==> src/rtl/truth_table_pkg.sv <==
// truth_table_pkg: shared FSM encoding and table depth for the truth-table evaluator
package truth_table_pkg;
    typedef enum logic [1:0] {
        IDLE  = 2'd0,
        SWEEP = 2'd1,
        DONE  = 2'd2
    } state_t;

    function automatic int depth_of(input int n_in);
        return 1 << n_in;
    endfunction
endpackage

==> src/rtl/truth_table_lut_seq_cfg_shifter.sv <==
// tt_cfg_shifter: serial table load with load counter and valid flag, frozen during sweep
module tt_cfg_shifter
    import truth_table_pkg::*;
#(
    parameter  int N_IN  = 3,
    localparam int DEPTH = depth_of(N_IN)
) (
    input  logic             clk,
    input  logic             rst_n,
    input  logic             freeze,
    input  logic             cfg_en,
    input  logic             cfg_bit,
    output logic [DEPTH-1:0] tbl,
    output logic             cfg_valid
);
    logic [DEPTH-1:0] tbl_q, tbl_d;
    logic [N_IN-1:0]  cnt_q, cnt_d;
    logic             valid_q, valid_d;

    always_comb begin
        tbl_d   = tbl_q;
        cnt_d   = cnt_q;
        valid_d = valid_q;
        if (cfg_en && !freeze) begin
            tbl_d   = (DEPTH > 1) ? {cfg_bit, tbl_q[DEPTH-1:1]} : cfg_bit;
            cnt_d   = cnt_q + 1'b1;
            valid_d = &cnt_q;
        end
    end

    always_ff @(posedge clk) begin
        if (!rst_n) begin
            tbl_q   <= '0;
            cnt_q   <= '0;
            valid_q <= 1'b0;
        end else begin
            tbl_q   <= tbl_d;
            cnt_q   <= cnt_d;
            valid_q <= valid_d;
        end
    end

    assign tbl       = tbl_q;
    assign cfg_valid = valid_q;
endmodule

==> src/rtl/truth_table_lut_seq.sv <==
// truth_table_lut_seq: programmable registered truth table with exhaustive sweep and ones count
module truth_table_lut_seq
    import truth_table_pkg::*;
#(
    parameter  int N_IN       = 3,
    parameter  int SWEEP_HOLD = 1,
    localparam int DEPTH      = depth_of(N_IN)
) (
    input  logic             clk,
    input  logic             rst_n,
    input  logic             cfg_en,
    input  logic             cfg_bit,
    output logic             cfg_valid,
    input  logic [N_IN-1:0]  in_vec,
    output logic             y,
    input  logic             sweep_start,
    output logic             sweep_busy,
    output logic             sweep_done,
    output logic [N_IN-1:0]  sweep_idx,
    output logic [DEPTH-1:0] tt_result,
    output logic [N_IN:0]    ones_count
);
    localparam int HW = (SWEEP_HOLD > 1) ? $clog2(SWEEP_HOLD) : 1;

    logic [DEPTH-1:0] tbl;
    state_t           state_q, state_d;
    logic             y_q, y_d;
    logic [N_IN-1:0]  idx_q, idx_d;
    logic [HW-1:0]    hold_q, hold_d;
    logic [DEPTH-1:0] res_q, res_d;
    logic [N_IN:0]    ones_q, ones_d;
    logic             busy_q, busy_d;
    logic             done_q, done_d;

    tt_cfg_shifter #(.N_IN(N_IN)) u_cfg (
        .clk       (clk),
        .rst_n     (rst_n),
        .freeze    (busy_q),
        .cfg_en    (cfg_en),
        .cfg_bit   (cfg_bit),
        .tbl       (tbl),
        .cfg_valid (cfg_valid)
    );

    always_comb begin
        state_d = state_q;
        y_d     = y_q;
        idx_d   = idx_q;
        hold_d  = hold_q;
        res_d   = res_q;
        ones_d  = ones_q;
        busy_d  = busy_q;
        done_d  = 1'b0;
        if (state_q == SWEEP) begin
            y_d = tbl[idx_q];
            if (hold_q == HW'(SWEEP_HOLD - 1)) begin
                res_d[idx_q] = tbl[idx_q];
                ones_d       = ones_q + {{N_IN{1'b0}}, tbl[idx_q]};
                hold_d       = '0;
                idx_d        = idx_q + 1'b1;
                state_d      = (&idx_q) ? DONE : SWEEP;
                busy_d       = !(&idx_q);
                done_d       = &idx_q;
            end else begin
                hold_d = hold_q + 1'b1;
            end
        end else begin
            y_d     = tbl[in_vec];
            state_d = IDLE;
            if (state_q == IDLE && sweep_start && cfg_valid && !cfg_en) begin
                state_d = SWEEP;
                busy_d  = 1'b1;
                idx_d   = '0;
                hold_d  = '0;
                res_d   = '0;
                ones_d  = '0;
            end
        end
    end

    always_ff @(posedge clk) begin
        if (!rst_n) begin
            state_q <= IDLE;
            y_q     <= 1'b0;
            idx_q   <= '0;
            hold_q  <= '0;
            res_q   <= '0;
            ones_q  <= '0;
            busy_q  <= 1'b0;
            done_q  <= 1'b0;
        end else begin
            state_q <= state_d;
            y_q     <= y_d;
            idx_q   <= idx_d;
            hold_q  <= hold_d;
            res_q   <= res_d;
            ones_q  <= ones_d;
            busy_q  <= busy_d;
            done_q  <= done_d;
        end
    end

    assign y          = y_q;
    assign sweep_busy = busy_q;
    assign sweep_done = done_q;
    assign sweep_idx  = idx_q;
    assign tt_result  = res_q;
    assign ones_count = ones_q;
endmodule

==> config.mk <==
export PLATFORM = sky130hd
export DESIGN_NAME = truth_table_lut_seq
export DESIGN_NICKNAME = d
export VERILOG_FILES = /design/src/rtl/truth_table_pkg.sv /design/src/rtl/truth_table_lut_seq_cfg_shifter.sv /design/src/rtl/truth_table_lut_seq.sv
export SDC_FILE = /design/constraint.sdc
export NUM_CORES = 1
export LEC_CHECK = 0
export ABC_AREA = 1
export ABC_CLOCK_PERIOD_IN_PS = 2100
export CAP_MARGIN = 20
export CORE_UTILIZATION = 51
export CTS_CLUSTER_SIZE = 25
export DETAILED_ROUTE_END_ITERATION = 8
export PLACE_DENSITY_LB_ADDON = 0.12
export SLEW_MARGIN = 20
export SYNTH_ARGS = -nofsm -noshare
export SYNTH_HDL_FRONTEND = slang
export SYNTH_SLANG_ARGS = --single-unit
==> constraint.sdc <==
create_clock -name clk -period 2.1 [get_ports clk]
set_input_delay 0.21 -clock clk [delete_from_list [all_inputs] [get_ports clk]]
set_output_delay 0.21 -clock clk [all_outputs]
set_load 0.01 [all_outputs]
; ---- After elaboration in Yosys (flattened, before gate mapping)
; Cells that the tools add are included.
[word_totals]
wordCells = 63
ff_bits = 33
output_inout_bits = 19
[op_classes]
eq_ne = 2
order_cmp = 3
reduce_logical = 14
add_sub_neg = 4
n_mux = 27
bitwise_logic = 2
[ops]
columns = op, count
row1 = $mux 8, 3
row2 = $mux 4, 3
row3 = $mux 1, 11
row4 = $mux 3, 3
row5 = $bwmux 8, 1
row6 = $lt 3x4->1 const B, 2
row7 = $add 3x1->3 const B, 2
row8 = $bmux 1 s3, 2
row9 = $mux 2, 3
row10 = $reduce_and 3->1, 2
row11 = $logic_and 1x1->1, 5
row12 = $add 4x1->4, 1
row13 = $demux 1 s3, 1
row14 = $ge 3x1->1 const B, 1
row15 = $logic_not 1->1, 3
row16 = $reduce_or 3->1, 1
row17 = $eq 2x1->1 const B, 1
row18 = $logic_not 2->1, 1
row19 = $ne 2x2->1 const B, 1
row20 = $not 1->1, 2
row21 = $reduce_and 2->1, 1
row22 = $reduce_bool 2->1, 1
row23 = $add 1x1->1 const B, 1

; ---- Depth between registers and ports, before layout
[logic_depth]
word_depth = 7
depth_mapped = 12

; ---- By module
; Synthesis repeated with hierarchy kept, for this count alone.
[unflattened]
hier_cells = 244
hier_area_um2 = 1555.2
[modules_own_cells]
columns = module, area_each_um2, cells_per_inst, seq_area_each_um2, n_inst
row1 = truth_table_lut_seq, 1003.5, 164, 380.4, 1
row2 = tt_cfg_shifter, 551.8, 80, 240.2, 1

; ---- Worst setup path before layout
; Ideal clock, no wire load.
[synth_path]
path_type = reg2reg
from = reg idx_q[0], in the netlist sweep_idx[0]
to = reg ones_q[2], in the netlist ones_count[2]
n_path_buf = 1
arrival_time_ps = 1515
path_slack_ps = 453
stages_incl_launch_ff = 12
path_cell_list = dfxtp_1 buf_6 nand2_1 nand2_2 nor2_4 nor2_4 nand2_2 ha_1 ha_1 nand2_1 or2_0 a21oi_1
[synth_between]
elab_chain_cells = 5
[synth_rtl]
columns = element, line
row1 = "start, declared", truth_table_lut_seq.sv:28  ; logic [N_IN-1:0] idx_q, idx_d;
row2 = "start signal, assigned", truth_table_lut_seq.sv:94  ; idx_q <= idx_d;
row3 = $bmux 1 s3, truth_table_lut_seq.sv:58  ; ones_d = ones_q + {{N_IN{1'b0}}, tbl[idx_q]};
row4 = $mux 1 (implied by the code), truth_table_lut_seq.sv:58
row5 = $add 4x1->4, truth_table_lut_seq.sv:58
row6 = $mux 4, truth_table_lut_seq.sv:56  ; if (hold_q == HW'(SWEEP_HOLD - 1)) begin
row7 = $mux 4, truth_table_lut_seq.sv:54  ; if (state_q == SWEEP) begin
row8 = "end signal, assigned", truth_table_lut_seq.sv:97  ; ones_q <= ones_d;
row9 = "end, declared", truth_table_lut_seq.sv:31  ; logic [N_IN:0] ones_q, ones_d;
; Every way passes these cells. The select of a mux whose other input is x is not followed.
; A chain may end at the register's enable or synchronous reset.

; ---- Worst setup path in the final report
; Ends and elaborated chain as after synthesis.

==> metrics.yaml <==
htree_num_levels: 2
report.final.hold_viol_count: 0
grt_use_total_pct: 23.2
gp_congestion: 0.849
crit_chain: "inv_4, nand3_1, nand2_2, nor2_4, nand2_2, ha_1, ha_1, nand2_1, or2_0, a21oi_1"
core_um2: 2780
vdd.ir_drop.worst_mv: 0.497
antenna_found_initial: 0
relSlewSlack_pct: 67.2
r2r_cells: 10
cts_sinks: 31
holdPathStages: 2
hpwl_um: 2430
drt_iter0_drc: 61
synth_compound_area_share_pct: 13.3
cp_slowest_cell: "dfxtp_1"
avgViaCountPerCell: 5.35
synthAdderAreaFrac_pct: 4.95
clock_latency_ns: 0.33
cp_top_family: "simple AND/OR/NAND/NOR gates"
cts_tree: "built"
nNetsFinal: 253
final_core_util_pct: 66.2
grt_setup_unrepaired: "false"
yosysUniqueCellTypes: 27
setup_violations: 0
wl_per_cell_um: 12.2
tightest_slew_ns: 0.491
cap_violations: 0
period_minus_slack_ns: 1.89
timing.fmax_ghz: 0.528
r2r_start: "sweep_idx[0]$_SDFFE_PN0P_"
rrSetupSlack_ns: 0.21
synth.area.top_cells: "dfxtp_1 (41%), nand2_1 (11%), inv_1 (6.7%), a21oi_1 (6.6%), nand3_1 (6.3%)"
synthCells: 210
cts_buffers: 5
seq_area_frac_synth_pct: 40.9
port_buffers: 26
ys_seq_elements: 31
clk_pin_slew_ns: 0.09
cp-start-kind: "flip-flop"
postRouteAntennaNets: 0
hold_path.class: "reg -> reg"
drt_drc_violations_left: 0
r2r-end: "ones_count[2]$_SDFFE_PN0P_"
clockBufferDepth: 2
post_cts_resized: 0
powerDensity_nw_per_um2: 584
cp_max_fo: 10
synth_top_area_share_pct: 40.9
arrival_ns: 2.09
path_buf_inv: 1
vias: 1440
status: "finished clean"
synth_top_family_by_area: "simple AND/OR/NAND/NOR gates"
die_area_um2: 3200
root_buffer: "clkbuf_4"
synth_flop_cell: "dfxtp_1"
start_util_pct: 54.6
drv_slew: 0
die_w_um: 56.6
dieHeight_um: 56.6
crit_type: "reg -> reg"
grt_max_degree: 19
synthSimpleGateAreaFrac_pct: 30.4
row_count: 19
finClkSkew_ns: 0.00131
synth_nets: 224
cp-end-kind: "flip-flop"
grt_pass1_wl_um: 5730
io_pins: 27
fin_crit_sh_pct: 90.1
synthXorXnorAreaFrac_pct: 0
grt_overflow: 0
min_from: "u_cfg.cnt_q[0]$_SDFFE_PN0P_"
dr.pass1.iters: 4
async_flop_share_pct: 0
syn_area_um2: 1520
yosys_warnings: 0
fillers: 263
p_leak_nw: 0.839
worst_hold_path.endpoint: "u_cfg.cnt_q[0]$_SDFFE_PN0P_"
crit_required_ns: 2.30
antenna_cells: 0
post_cts_buffers: 0
synth.largest_area_cell: "dfxtp_1"
slowest_delay_ns: 0.58
setup_tns_ns: 0
drive_above_1_share_pct: 11.8
synth_edf_count: 0
routed_wl_um: 3290
areaGrowthSynthToFinish_pct: 21.3
avgSynthCellArea_um2: 7.23
cts_hold_buf: 0
fin_hold_ws_ns: 0.482
first_global_vias: 1377
synth_mux_area_share_pct: 0
==> through the flow <==
stage | instance area [um2] | worst slack, ns | cells | power [W]
after floorplan | 1520 | 0.453 | 210 | 0.000730
after global placement | 1800 | 0.342 | 263 | 0.000774
after detailed placement | 1800 | 0.236 | 263 | 0.000781
after CTS | 1840 | 0.213 | 269 | 0.00108
after global routing | 1840 | 0.0299 | 269 | 0.00113
final | 1840 | 0.208 | 269 | 0.00107
==> worst max-delay path by stage <==
stage / cells after the start / slack, ns / to / from
finish: 10 / 0.21 / ones_count[2]$_SDFFE_PN0P_ / sweep_idx[0]$_SDFFE_PN0P_
global route: 10 / 0.03 / ones_count[2]$_SDFFE_PN0P_ / sweep_idx[0]$_SDFFE_PN0P_
CTS: 10 / 0.21 / ones_count[2]$_SDFFE_PN0P_ / sweep_idx[0]$_SDFFE_PN0P_
detailed placement: 10 / 0.24 / ones_count[2]$_SDFFE_PN0P_ / sweep_idx[0]$_SDFFE_PN0P_
global placement: 10 / 0.34 / ones_count[2]$_SDFFE_PN0P_ / sweep_idx[0]$_SDFFE_PN0P_
floorplan: 11 / 0.45 / ones_count[2]$_SDFFE_PN0P_ / sweep_idx[0]$_SDFFE_PN0P_
==> tightest hold or removal path, cell delays in order (launching register included) <==
cell and delay (ns):
dfxtp_1 0.32, inv_1 0.07, a21oi_1 0.06
==> registers in the layout, indices dropped and copies added, names as in the netlist <==
register and flops:
tt_result 8, u_cfg.tbl 8, ones_count 4, sweep_idx 3
u_cfg.cnt_q 3, state_q 2, sweep_busy 1, u_cfg.cfg_valid 1
y 1
==> power by group <==
part / switching [W] / total, W / internal [W]
clock: 0.000189 / 0.000307 / 0.000119
sequential: 0.0000195 / 0.000633 / 0.000613
combinational: 0.0000790 / 0.000134 / 0.0000555
==> cell type report <==
type                    instances  area, um2  area share (%)
multi-input cells             140        738            40.1
flip-flops and latches         31        621            33.7
repair buffers                 28        275            15.0
inverters                      33        126            6.87
clock buffers                   6       41.3            2.24
well taps                      31       38.8            2.11
==> synthesized netlist by cell type (all sizes together), types with 2 or more instances <==
library cell / instances
dfxtp: 31
clkbuf: 2
buf: 4
o21ai: 16
nand4: 3
inv: 32
o211ai: 2
nand2: 47
a21oi: 20
nor2: 21
nand3: 20
ha: 6
nor3b: 2
==> cell families (layout without fill, tap and decap cells) <==
family                   count (synthesis)  after routing
buffers and inverters                   39             67
AO/OA/AOI/OAI                           39             39
flip-flops                              31             31
AND/OR/NAND/NOR                         95             95
adder cells (fa/ha/maj)                  6              6
==> routing by layer <==
layer | part of all wire [%] | global-route usage (%) | up-vias
li1 | - | - | 731
met3 | 4.3 | 7.37 | 9
met2 | 49 | 39.0 | 36
met4 | 2.3 | 11.5 | 0
met1 | 45 | 26.4 | 664
met5 | 0 | 0 | -
==> cells in the final DEF (no fill, tap or decap), types with 2 or more instances in the layout <==
| cell | Yosys | routed |
|---|---|---|
| nand2_1 | 43 | 43 |
| dfxtp_1 | 31 | 31 |
| inv_1 | 27 | 27 |
| clkdlybuf4s50_1 | 0 | 26 |
| a21oi_1 | 20 | 20 |
| nand3_1 | 19 | 19 |
| o21ai_0 | 15 | 15 |
| nor2_1 | 11 | 11 |
| nor2_2 | 7 | 7 |
| ha_1 | 6 | 6 |
| clkbuf_4 | 0 | 5 |
| inv_2 | 4 | 4 |
| nand2_2 | 4 | 4 |
| nor2_4 | 3 | 3 |
| nand4_1 | 2 | 2 |
| nor3b_1 | 2 | 2 |
| o211ai_1 | 2 | 2 |
| buf_4 | 0 | 2 |
(Power assumes the default switching activity.)
